==> config.mk <==
export PLATFORM = sky130hd
export DESIGN_NAME = ece453_debounce_bank
export DESIGN_NICKNAME = d
export VERILOG_FILES = /design/src/rtl/ece453_debounce_bank.sv
export SDC_FILE = /design/constraint.sdc
export NUM_CORES = 1
export LEC_CHECK = 0
export BUFFER_PORTS_ARGS = -buffer_cell sky130_fd_sc_hd__buf_2
export CAP_MARGIN = 30
export CORE_MARGIN = 4
export CORE_UTILIZATION = 40
export DETAILED_ROUTE_END_ITERATION = 6
export GPL_TIMING_DRIVEN = 0
export HOLD_SLACK_MARGIN = 0.08
export SLEW_MARGIN = 25
export SYNTH_ARGS = -nofsm -noshare
export SYNTH_HDL_FRONTEND = slang
export SYNTH_SLANG_ARGS = --single-unit
==> constraint.sdc <==
create_clock -name clk -period 4.3 [get_ports clk]
set_input_delay 1.075 -clock clk [delete_from_list [all_inputs] [get_ports clk]]
set_output_delay 1.075 -clock clk [all_outputs]
set_load 0.02 [all_outputs]
==> src/rtl/ece453_debounce_bank.sv <==
// Multi-channel input debouncer: two-flop synchroniser, shared sample-tick prescaler,
// per-channel consecutive-sample counter, registered edge pulses and sticky W1C event bits.
module ece453_debounce_bank #(
  parameter int   CHANNELS    = 8,
  parameter int   TICK_DIV    = 500000,
  parameter int   SAMPLES     = 4,
  parameter logic RESET_LEVEL = 1'b0
) (
  input  logic                clk,
  input  logic                reset,
  input  logic [CHANNELS-1:0] raw_in,
  input  logic [CHANNELS-1:0] rise_en,
  input  logic [CHANNELS-1:0] fall_en,
  input  logic [CHANNELS-1:0] event_clear,
  output logic [CHANNELS-1:0] level_out,
  output logic [CHANNELS-1:0] rise_pulse,
  output logic [CHANNELS-1:0] fall_pulse,
  output logic [CHANNELS-1:0] event_pending,
  output logic                irq_out
);

  localparam int PW = (TICK_DIV > 1) ? $clog2(TICK_DIV) : 1;
  localparam int CW = $clog2(SAMPLES + 1);
  localparam logic [PW-1:0] PRESCALE_RELOAD = PW'(TICK_DIV - 1);
  localparam logic [CW-1:0] CNT_LAST        = CW'(SAMPLES - 1);

  logic [CHANNELS-1:0] sync1;
  logic [CHANNELS-1:0] sync2;
  logic [PW-1:0]       prescale;
  logic                tick;
  logic [CW-1:0]       cnt [CHANNELS];
  logic [CHANNELS-1:0] flip;

  // Synchroniser flops reset to the debounced reset level so release never looks like an edge.
  always_ff @(posedge clk or posedge reset) begin
    if (reset) begin
      sync1 <= {CHANNELS{RESET_LEVEL}};
      sync2 <= {CHANNELS{RESET_LEVEL}};
    end else begin
      sync1 <= raw_in;
      sync2 <= sync1;
    end
  end

  assign tick = (prescale == '0);

  always_ff @(posedge clk or posedge reset) begin
    if (reset) begin
      prescale <= PRESCALE_RELOAD;
    end else if (tick) begin
      prescale <= PRESCALE_RELOAD;
    end else begin
      prescale <= prescale - PW'(1);
    end
  end

  // A channel flips on the tick that completes SAMPLES consecutive disagreeing samples.
  always_comb begin
    flip = '0;
    for (int i = 0; i < CHANNELS; i++) begin
      flip[i] = tick && (sync2[i] != level_out[i]) && (cnt[i] == CNT_LAST);
    end
  end

  always_ff @(posedge clk or posedge reset) begin
    if (reset) begin
      level_out  <= {CHANNELS{RESET_LEVEL}};
      rise_pulse <= '0;
      fall_pulse <= '0;
      for (int i = 0; i < CHANNELS; i++) begin
        cnt[i] <= '0;
      end
    end else begin
      level_out  <= level_out ^ flip;
      rise_pulse <= flip & ~level_out;
      fall_pulse <= flip & level_out;
      for (int i = 0; i < CHANNELS; i++) begin
        if (tick) begin
          if ((sync2[i] == level_out[i]) || flip[i]) begin
            cnt[i] <= '0;
          end else begin
            cnt[i] <= cnt[i] + CW'(1);
          end
        end
      end
    end
  end

  // New events win over a clear issued in the same cycle.
  always_ff @(posedge clk or posedge reset) begin
    if (reset) begin
      event_pending <= '0;
    end else begin
      event_pending <= (rise_pulse & rise_en) | (fall_pulse & fall_en)
                     | (event_pending & ~event_clear);
    end
  end

  assign irq_out = |event_pending;

endmodule
# Yosys cells after proc, flatten, opt, wreduce, memory -nomap -nowiden
# Index checks and enable logic that the tools add are counted.
[totals]
register_bits = 91
inputBits = 34
out_inout_bits = 33
[classes]
add_sub_neg = 9
n_eq_ne = 24
mux = 9
n_bitwise = 10
reduce_logical = 26
[op_table]
columns = ["operator", "n"]
rows = [
  ["$and A8 B8 Y8", 5],
  ["$add A3 B1 Y3 const B", 8],
  ["$eq A3 B2 Y1 const B", 8],
  ["$mux W3", 8],
  ["$logic_not A19 Y1", 1],
  ["$mux W19", 1],
  ["$sub A19 B1 Y19 const B", 1],
  ["$logic_and A1 B1 Y1", 16],
  ["$not A8 Y8", 2],
  ["$or A8 B8 Y8", 2],
  ["$eq A1 B1 Y1", 8],
  ["$logic_or A1 B1 Y1", 8],
  ["$ne A1 B1 Y1", 8],
  ["$reduce_or A8 Y1", 1],
  ["$xor A8 B8 Y8", 1],
]

# Longest topological paths before layout
# Gate-level depths: netlist (run 1).
[logic_depth]
word_depth = 5
ltp_mapped = 7

# Least setup slack after synthesis (run 1)
# No wires, ideal clock.
[synth_timing]
kind = "register to register"
start = "register prescale[0]"
end = "register cnt[11] (netlist name)"
setup_time_ns = 0.125
arrival_ns = 2.120
required_ns = 4.175
path_slack_ns = 2.055
path_stages_with_launch = 7
n_path_buf = 1
period_less_slack_ns = 2.245
path_cell_list = "dfstp_2 -> inv_1 -> ha_1 -> or4b_4 -> nor4_4 -> buf_8 -> mux2_4"
[synth_via]
elab_chain_cells = 5
[synth_rtl]
columns = ["element", "line_no", "source"]
rows = [
  ["start, declared", "29", "logic [PW-1:0] prescale;"],
  ["start signal, assigned", "53", "prescale <= prescale - PW'(1);"],
  ["$logic_not A19 Y1 *", "45", "assign tick = (prescale == '0);"],
  ["$logic_and A1 B1 Y1 (2 in series)", "61", "flip[i] = tick && (sync2[i] != level_out[i]) && (cnt[i] == CNT_LAST);"],
  ["$logic_or A1 B1 Y1", "79", "if ((sync2[i] == level_out[i]) || flip[i]) begin"],
  ["$mux W3", "79", ""],
  ["end signal, assigned by index", "82", "cnt[i] <= cnt[i] + CW'(1);"],
  ["end, declared", "31", "logic [CW-1:0] cnt [CHANNELS];"],
]
# Every way passes the cells marked *; elsewhere a longest branch is shown, timed or not.
# A chain may end at the register's enable or synchronous reset.

# Worst setup path after layout (run 1)
[layout_timing]
start = "register prescale[0]"
end = "register cnt[7] (netlist name)"
# The elaborated chain is that of the path after synthesis.

==> results.json, run 1 <==
{
  "power_mw": 1.445,
  "syn_nets": 405,
  "swShare_pct": 23.82,
  "die_h_um": 109.1,
  "io_buffers": 66,
  "avgViaCountPerCell": 4.682,
  "avgSynthCellArea_um2": 12.12,
  "worstSetupPathType": "flip-flop to flip-flop",
  "multi_input_area_mm2": 0.001592,
  "rows": 36,
  "wl_per_cell_um": 12.19,
  "peakVddDrop_mv": 0.1744,
  "drt-total-wl_mm": 6.751,
  "arrival_ns": 2.76,
  "grt_pass1_wl_mm": 11.57,
  "timing.hold.ws_ns": 0.3540,
  "die_area_mm2": 0.01189,
  "async_flop_share_pct": 100.0,
  "grt.overflow.total": 0,
  "h-tree-depth": 3,
  "final_cell_mix": "80 x dfrtp_1, 68 x buf_2, 43 x inv_1, 38 x nor2_1, 34 x ha_1",
  "yosysSeqAreaShare_pct": 56.08,
  "core_area_mm2": 0.009864,
  "initial_core_util_pct": 41.41,
  "grt_max_degree": 64,
  "cp_top_family": "simple AND/OR/NAND/NOR gates",
  "rsz0062_at_grt": "no",
  "synth_edf_count": 0,
  "postPlaceCellArea_mm2": 0.004628,
  "slew_headroom_pct": 46.30,
  "synthFlopType": "dfrtp_1",
  "pre_cts_ws_ns": 1.702,
  "path_max_fanout": 10,
  "path_clk_slew_ns": 0.09,
  "finalSetupTns_ns": 0,
  "worstMarginPinSlew_ns": 0.7995,
  "pwr_density_cell_mw_per_mm2": 300.3,
  "dp.cells": 538,
  "p_int_mw": 1.101,
  "gp_congestion": 0.7373,
  "min_period_ns": 2.534,
  "num_vias": 2594,
  "area_growth_syn_to_layout_pct": 17.79,
  "clock_power_share_pct": 37.1,
  "nets": 484,
  "p_sw_mw": 0.3442,
  "clk_latency_ns": 0.35,
  "setup_violations": 0,
  "crit_chain": "inv_1 -> ha_1 -> or4b_4 -> nor4_4 -> buf_6 -> mux2_1",
  "fillers": 890,
  "slew_violations": 0,
  "yosysUniqueCellTypes": 37,
  "final_common_cell": "dfrtp_1",
  "min-delay-path-class": "flip-flop to flip-flop",
  "syn_inst": 337,
  "drc": 0,
  "min_path_cells": 0,
  "cts-resized-gates": 0,
  "postRouteAntennaNets": 0,
  "reg2reg_depth": 6,
  "synth-seq-cells": 91,
  "cts_buffer_depth": 2,
  "finClkSkew_ns": 0.01282,
  "timing.fmax_mhz": 394.6,
  "fin_cells": 554,
  "antennaDiodeCount": 0,
  "antenna_found_initial": 0,
  "drt_first_pass_iters": 4,
  "final_core_util_pct": 48.78,
  "post_cts_buffers": 0,
  "p_leak_nw": 2.571,
  "power_frac_comb_pct": 3.0,
  "io_pins": 67,
  "hpwl_mm": 4.945,
  "ctsHoldBuffers": 0,
  "critPathBufInv": 2,
  "clock-sinks": 91,
  "hold_viol_final": 0,
  "drv_cap": 0,
  "slowest_delay_ns": 0.75,
  "crit_slowest_cell": "nor4_4",
  "design_area_mm2": 0.004812,
  "start_kind": "flip-flop",
  "endpoint_kind": "flip-flop",
  "area.sequential_mm2": 0.002291,
  "cts_root_buf": "clkbuf_8",
  "ys.warnings.count": 0,
  "min-delay-start": "sync1[6]",
  "fin_crit_sh_pct": 58.93,
  "dieWidth_um": 109.1,
  "grtUsageTotal_pct": 12.49,
  "drive_above_1_share_pct": 30.88,
  "seqPwrFrac_pct": 59.9,
  "r2r_start": "prescale[0]",
  "cts_buffers": 9,
  "tritoncts": "built",
  "r2r_end": "cnt[7]",
  "drt_iter0_drc": 79,
  "status": "complete, no violations",
  "fin_ws_ns": 1.766,
  "rrSetupSlack_ns": 1.77,
  "min_to": "sync2[6]",
  "syn_area_mm2": 0.004085,
  "worstPathRequired_ns": 4.53,
  "grt_pass1_vias": 2655
}
-- cell usage after synthesis, types with 2 or more instances --
library cell	n	area, um2
nor2_1	38	142.6
o21ai_0	10	50.05
nand2b_1	9	56.30
or3_1	3	18.77
mux2_1	2	22.52
dfstp_2	11	289.0
mux2_2	7	78.83
or4_1	4	30.03
xnor2_1	7	61.31
nor4_1	8	50.05
ha_1	34	425.4
mux2_4	15	225.2
a22oi_1	8	60.06
and3_1	9	56.30
buf_2	2	10.01
dfrtp_1	80	2002
nand2_1	9	33.78
xor2_1	13	113.9
inv_1	44	165.2
nor3_1	3	15.01
nand3_1	4	20.02
clkbuf_1	2	7.510
-- kinds of logic (layout without fill, tap and decap cells) --
kind of cell	count (synthesis)	count (layout)	share of synthesized area, %
fa+ha+maj	34	34	10.41
compound gates	22	22	3.553
flops	91	91	56.08
mux	24	24	7.994
buf+inv	50	134	5.115
xor+xnor	20	20	4.288
simple gates	96	96	12.56
-- state kept, by name, summed over array words and instances (netlist names) --
register,count
cnt,24
sync1,8
prescale,19
fall_pulse,8
event_pending,8
level_out,8
rise_pulse,8
sync2,8
-- how the worst max path moves through the flow --
stage                start  slack, ns               end  depth (start not counted)
3_5_place_dp   prescale[0]       1.70            cnt[7]                          6
4_1_cts        prescale[0]       1.67            cnt[7]                          6
6_report       prescale[0]       1.77            cnt[7]                          6
3_3_place_gp         reset      -0.26  event_pending[1]                          2
2_1_floorplan        reset       0.88            cnt[0]                          1
5_1_grt        prescale[0]       1.62      level_out[1]                          8
-- metal layers --
layer,up-vias,GRT usage (%),share of wire [%]
li1,1276,-,-
met1,1263,15.12,46
met2,49,21.36,48
met3,6,3.789,5.2
met4,0,3.787,1.3
met5,-,0,0
-- power groups by stage --
| stage | logic [mW] | clock network (mW) | registers [mW] |
|---|---|---|---|
| after floorplan | 0.0198 | 0 | 0.882 |
| after global placement | 0.0403 | 0 | 0.882 |
| after detailed placement | 0.0449 | 0 | 0.882 |
| after CTS | 0.0452 | 0.569 | 0.866 |
| after global routing | 0.0502 | 0.604 | 0.867 |
| final | 0.0427 | 0.537 | 0.866 |
-- final cells by class --
| type | instances | area share (%) |
|---|---|---|
| Buffer | 6 | 0.9100 |
| Clock buffer | 9 | 2.574 |
| Clock inverter | 7 | 1.248 |
| Inverter | 44 | 3.536 |
| Multi-Input combinational cell | 196 | 33.07 |
| Sequential cell | 91 | 47.61 |
| Tap cell | 133 | 3.458 |
| Timing Repair Buffer | 68 | 7.592 |
Power figures use the tool's default switching activity.
==> run 2, diff against run 1 <==
==> constraint.sdc (replaced) <==
create_clock -name clk -period 2.36 [get_ports clk]
set_input_delay 0.59 -clock clk [delete_from_list [all_inputs] [get_ports clk]]
set_output_delay 0.59 -clock clk [all_outputs]
set_load 0.02 [all_outputs]
==> run 2 against run 1 <==
- flip-flop and latch count unchanged
- count of clock-buffer cells in the layout is 1 higher
- sequential power increased by 82%
- critical path depth is the same
- combinational power up 99%
- largest power group unchanged
- hold slack lost 0.13 ns
- largest cell class unchanged
==> results.json, run 2 (synthesis results as in run 1) <==
{
  "cts_buffers": 9,
  "cts_root_buf": "clkbuf_8",
  "cts_buffer_depth": 2,
  "p_int_mw": 2.111,
  "worstPathRequired_ns": 2.60,
  "start_kind": "flip-flop",
  "drv_cap": 0,
  "swShare_pct": 22.68,
  "crit_slowest_cell": "or4_1",
  "h-tree-depth": 3,
  "critPathBufInv": 2,
  "tritoncts": "built",
  "initial_core_util_pct": 41.41,
  "dieWidth_um": 109.1,
  "nets": 493,
  "fin_ws_ns": 0.1225,
  "grtUsageTotal_pct": 12.69,
  "peakVddDrop_mv": 0.2441,
  "p_leak_nw": 2.650,
  "antenna_found_initial": 0,
  "clock-sinks": 91,
  "power_frac_comb_pct": 3.1,
  "die_h_um": 109.1,
  "reg_top3": "cnt (24), prescale (19)",
  "p_sw_mw": 0.6190,
  "clock_power_share_pct": 39.1,
  "gp_congestion": 0.7363,
  "core_area_mm2": 0.009864,
  "rsz0062_at_grt": "no",
  "min_period_ns": 2.238,
  "min-delay-path-class": "input pin to async pin",
  "rows": 36,
  "slowest_delay_ns": 0.53,
  "hpwl_mm": 5.057,
  "crit_chain": "inv_1 -> ha_1 -> or4b_4 -> or4_1 -> buf_4 -> mux2_4",
  "antennaDiodeCount": 0,
  "pwr_density_cell_mw_per_mm2": 553.0,
  "final_cell_mix": "80 x dfrtp_1, 67 x buf_2, 43 x inv_1, 38 x nor2_1, 34 x ha_1",
  "clk_latency_ns": 0.35,
  "io_pins": 67,
  "drt-total-wl_mm": 6.993,
  "num_vias": 2606,
  "hold_viol_final": 0,
  "wl_per_cell_um": 12.42,
  "slew_headroom_pct": 58.50,
  "worstMarginPinSlew_ns": 0.6168,
  "postRouteAntennaNets": 0,
  "fillers": 870,
  "drt_first_pass_iters": 4,
  "grt_pass1_wl_mm": 11.76,
  "fin_cells": 563,
  "postPlaceCellArea_mm2": 0.004667,
  "setup_violations": 0,
  "area_growth_syn_to_layout_pct": 20.83,
  "drt_iter0_drc": 103,
  "drc": 0,
  "status": "complete, no violations",
  "path_clk_slew_ns": 0.09,
  "cp_top_family": "simple AND/OR/NAND/NOR gates",
  "grt_pass1_vias": 2633,
  "grt_max_degree": 32,
  "rrSetupSlack_ns": 0.12,
  "die_area_mm2": 0.01189,
  "pre_cts_ws_ns": -0.2608,
  "avgViaCountPerCell": 4.629,
  "largest_register": "cnt",
  "finClkSkew_ns": 0.009378,
  "largest_register_ffs": 24,
  "worstSetupPathType": "flip-flop to flip-flop",
  "endpoint_kind": "flip-flop",
  "slew_violations": 0,
  "final_common_cell": "dfrtp_1",
  "final_core_util_pct": 50.04,
  "design_area_mm2": 0.004936,
  "io_buffers": 66,
  "fin_crit_sh_pct": 94.81,
  "dp.cells": 540,
  "arrival_ns": 2.48,
  "grt.overflow.total": 0,
  "path_max_fanout": 8,
  "timing.fmax_mhz": 446.9,
  "drive_above_1_share_pct": 32.33,
  "seqPwrFrac_pct": 57.8
}
==> run 2: changes by cell type in the layout (fill, tap and decap cells not counted), moves of 2 or more <==
cell	change
inv_8	-2
buf_12	+2
clkinv_4	+2
buf_4	+8
==> run 2: through the flow <==
step / TNS (ns) / power (mW) / hold WS, ns
5_1_grt: 0 / 2.855 / 0.2244
6_report: 0 / 2.730 / 0.2206
3_3_place_gp: -22.98 / 1.682 / 0.3329
3_5_place_dp: -3.928 / 1.697 / 0.3356
2_1_floorplan: 0 / 1.643 / 0.3312
4_1_cts: 0 / 2.777 / 0.2122
==> run 2: area by class of cell <==
type | count | area (um2) | area share, %
sequential | 91 | 2291 | 46.41
multi-input combinational | 196 | 1605 | 32.52
timing repair buffer | 77 | 457.9 | 9.278
clock buffer | 10 | 127.6 | 2.586
clock inverter | 6 | 72.57 | 1.470
inverter | 44 | 168.9 | 3.422
buffer | 6 | 46.29 | 0.9379
tap | 133 | 166.4 | 3.371
==> run 2: power groups by stage <==
stage / logic, mW / registers, mW / clock network [mW]
finish: 0.0851 / 1.58 / 1.07
global route: 0.0986 / 1.58 / 1.18
CTS: 0.0894 / 1.58 / 1.11
detailed placement: 0.0890 / 1.61 / 0
global placement: 0.0732 / 1.61 / 0
floorplan: 0.0365 / 1.61 / 0
==> run 2: path summary, 6_finish.rpt <==
| check | startpoint | endpoint | cells after the start |
|---|---|---|---|
| setup / recovery | prescale[0] | cnt[15] | 6 |
| min in group clk | raw_in[1] | sync1[1] | 1 |
| hold reg to reg | sync1[6] | sync2[6] | 0 |
| setup reg to reg | prescale[0] | cnt[15] | 6 |
| max in group asynchronous | reset | prescale[18] | 4 |
| hold / removal | reset | event_pending[3] | 2 |
==> run 2: timing repair <==
item | CTS | global route
resized for setup | 1 | 3
setup endpoints to repair | 27 | 10
pin swaps | 1 | 1
hold buffers | 0 | 0
buffers inserted | 5 | 2
==> run 2: per-layer routing <==
metal	part of all wire, %	wire, um	GRT usage, %	vias to the layer above
met3	5.2	365	2.546	9
met5	0	0	0	-
met4	1.5	104	5.140	0
li1	-	-	-	1287
met1	47	3263	15.89	1259
met2	47	3260	21.45	51
==> run 3, diff against run 2 <==
--- a/config.mk
+++ b/config.mk
@@ -7,6 +7,7 @@
 export LEC_CHECK = 0
 export BUFFER_PORTS_ARGS = -buffer_cell sky130_fd_sc_hd__buf_2
 export CAP_MARGIN = 30
+export CORE_ASPECT_RATIO = 0.75
 export CORE_MARGIN = 4
 export CORE_UTILIZATION = 40
 export DETAILED_ROUTE_END_ITERATION = 6
@@ -16,3 +17,4 @@
 export SYNTH_ARGS = -nofsm -noshare
 export SYNTH_HDL_FRONTEND = slang
 export SYNTH_SLANG_ARGS = --single-unit
+export TNS_END_PERCENT = 5
==> run 3 against run 2 <==
- total power is 14% higher
- register-to-register slack worse by 0.02 ns
- cell count is 0.89% lower
- global-route usage is 1.1 points higher
- combinational power is 3.2% higher
- sequential share of layout area is 1.0 points lower
- count of clock-buffer cells in the layout is 4 higher
- critical path depth is 2 higher
- core utilization is 1.4 points higher
- routed wire length is 5.4% higher
- clock power is 35% higher
- worst setup slack worse by 0.022 ns
- critical endpoint is now level_out[5]
- largest power group unchanged
==> results.json, run 3 (synthesis results as in run 1) <==
{
  "rsz0062_at_grt": "yes",
  "endpoint_kind": "flip-flop",
  "critPathMostFrequentCell": "ha_1",
  "gr-max-usage-layer": "met2",
  "grt_pass1_vias": 2702,
  "crit_chain": "inv_2 -> ha_1 -> or4b_4 -> nor4_4 -> buf_4 -> and3_4 -> ha_1 -> inv_1",
  "num_vias": 2563,
  "area.sequential_mm2": 0.002291,
  "p_sw_mw": 0.6132,
  "drt_first_pass_iters": 4,
  "finClkSkew_ns": 0.008913,
  "slowest_delay_ns": 0.51,
  "worstPathRequired_ns": 2.64,
  "grt_max_degree": 29,
  "seqPwrFrac_pct": 50.9,
  "core_area_mm2": 0.009813,
  "pre_cts_ws_ns": -0.2248,
  "rows": 31,
  "hpwl_mm": 5.253,
  "clock_power_share_pct": 46.3,
  "final_cell_mix": "80 x dfrtp_1, 68 x buf_2, 40 x inv_1, 38 x nor2_1, 33 x ha_1",
  "nets": 489,
  "slew_violations": 0,
  "drt-total-wl_mm": 7.372,
  "start_kind": "flip-flop",
  "timing.fmax_mhz": 442.5,
  "fin_crit_sh_pct": 95.76,
  "grt.overflow.total": 0,
  "tritoncts": "built",
  "fin_ws_ns": 0.1001,
  "peakVddDrop_mv": 0.4134,
  "wl_per_cell_um": 13.21,
  "avgViaCountPerCell": 4.593,
  "pwr_density_cell_mw_per_mm2": 615.2,
  "antenna_found_initial": 0,
  "status": "complete, no violations",
  "swShare_pct": 19.76,
  "min-delay-path-class": "input pin to async pin",
  "min_period_ns": 2.260,
  "final_common_cell": "dfrtp_1",
  "initial_core_util_pct": 41.63,
  "area_growth_syn_to_layout_pct": 23.49,
  "grtUsageTotal_pct": 13.83,
  "cts_buffers": 9,
  "power_frac_comb_pct": 2.8,
  "io_pins": 67,
  "arrival_ns": 2.54,
  "grt_use_met2_pct": 21.90,
  "cts_buffer_depth": 2,
  "h-tree-depth": 3,
  "hold_viol_final": 0,
  "drc": 0,
  "die_area_mm2": 0.01191,
  "largest_register": "cnt",
  "path_max_fanout": 5,
  "p_int_mw": 2.491,
  "gp_congestion": 0.7685,
  "crit_slowest_cell": "or4b_4",
  "use_met3_pct": 4.871,
  "drt_iter0_drc": 98,
  "multi_input_area_mm2": 0.001642,
  "cts_root_buf": "clkbuf_16",
  "grtUsageMet1_pct": 17.68,
  "cp_top_family": "simple AND/OR/NAND/NOR gates",
  "postRouteAntennaNets": 0,
  "drv_cap": 0,
  "setup_violations": 0,
  "path_clk_slew_ns": 0.06,
  "antennaDiodeCount": 0,
  "reg_top3": "cnt (24), prescale (19)",
  "die_h_um": 95.52,
  "largest_register_ffs": 24,
  "io_buffers": 66,
  "p_leak_nw": 2.672,
  "worstMarginPinSlew_ns": 0.6462,
  "drive_above_1_share_pct": 32.86,
  "worstSetupPathType": "flip-flop to flip-flop",
  "fillers": 862,
  "clock-sinks": 91,
  "slew_headroom_pct": 56.53,
  "ctsHoldBuffers": 0,
  "clk_latency_ns": 0.34,
  "critPathBufInv": 3,
  "dieWidth_um": 124.7,
  "grt_pass1_wl_mm": 13.03,
  "timing.hold.ws_ns": 0.2799
}
run 3: stage by stage:
stage	power [mW]	area [um2]	utilization (%)	setup TNS (ns)	cells
2_1_floorplan	1.643	4089	-	0	337
3_3_place_gp	1.681	4584	46.72	-24.61	535
3_5_place_dp	1.698	4673	47.62	-3.654	539
4_1_cts	3.148	5004	50.99	-0.03041	558
5_1_grt	3.229	5045	51.41	-0.07077	558
6_report	3.104	5045	51.41	0	558
run 3: path summary, 6_finish.rpt:
check	startpoint	end	slack, ns	cells past startpoint
setup / recovery	prescale[0]	level_out[5]	0.10	8
hold / removal	reset	sync1[7]	0.28	2
setup reg to reg	prescale[0]	level_out[5]	0.10	8
hold reg to reg	sync1[3]	sync2[3]	0.35	0
max in group asynchronous	reset	prescale[17]	1.32	4
min in group clk	sync1[3]	sync2[3]	0.35	0
run 3: final cells by class:
cell class                 instances  share of cell area (%)
sequential                        91                   45.41
multi-input combinational        196                   32.54
timing repair buffer              73                   8.631
clock buffer                      14                   5.233
inverter                          44                   3.348
tap                              132                   3.274
buffer                             6                  0.8681
clock inverter                     2                  0.6944
run 3: power by group through the flow:
stage / Sequential (mW) / Combinational (mW) / Clock (mW)
global route: 1.58 / 0.103 / 1.55
detailed placement: 1.61 / 0.0910 / 0
CTS: 1.58 / 0.0915 / 1.48
finish: 1.58 / 0.0878 / 1.44
floorplan: 1.61 / 0.0365 / 0
global placement: 1.61 / 0.0737 / 0
run 3: worst register-to-register path, cell delays in order, from the launching register on:
cell and delay [ns]:
dfstp_2 0.38, inv_2 0.05, ha_1 0.13, or4b_4 0.51
nor4_4 0.43, buf_4 0.23, and3_4 0.20, ha_1 0.22
inv_1 0.05
run 3: repair_timing:
| item | CTS | global route |
|---|---|---|
| pin swaps | 1 | 2 |
| resized for setup | 1 | 9 |
| hold endpoints to repair | 0 | 0 |
| setup buffers | 3 | 0 |
| endpoints found under the setup margin | 34 | 6 |
| cloned | 0 | 0 |
run 3: routing by layer:
metal | vias to the layer above | part of all wire [%]
li1 | 1286 | -
met1 | 1216 | 48
met2 | 50 | 45
met3 | 11 | 5.5
met4 | 0 | 1.6
met5 | - | 0
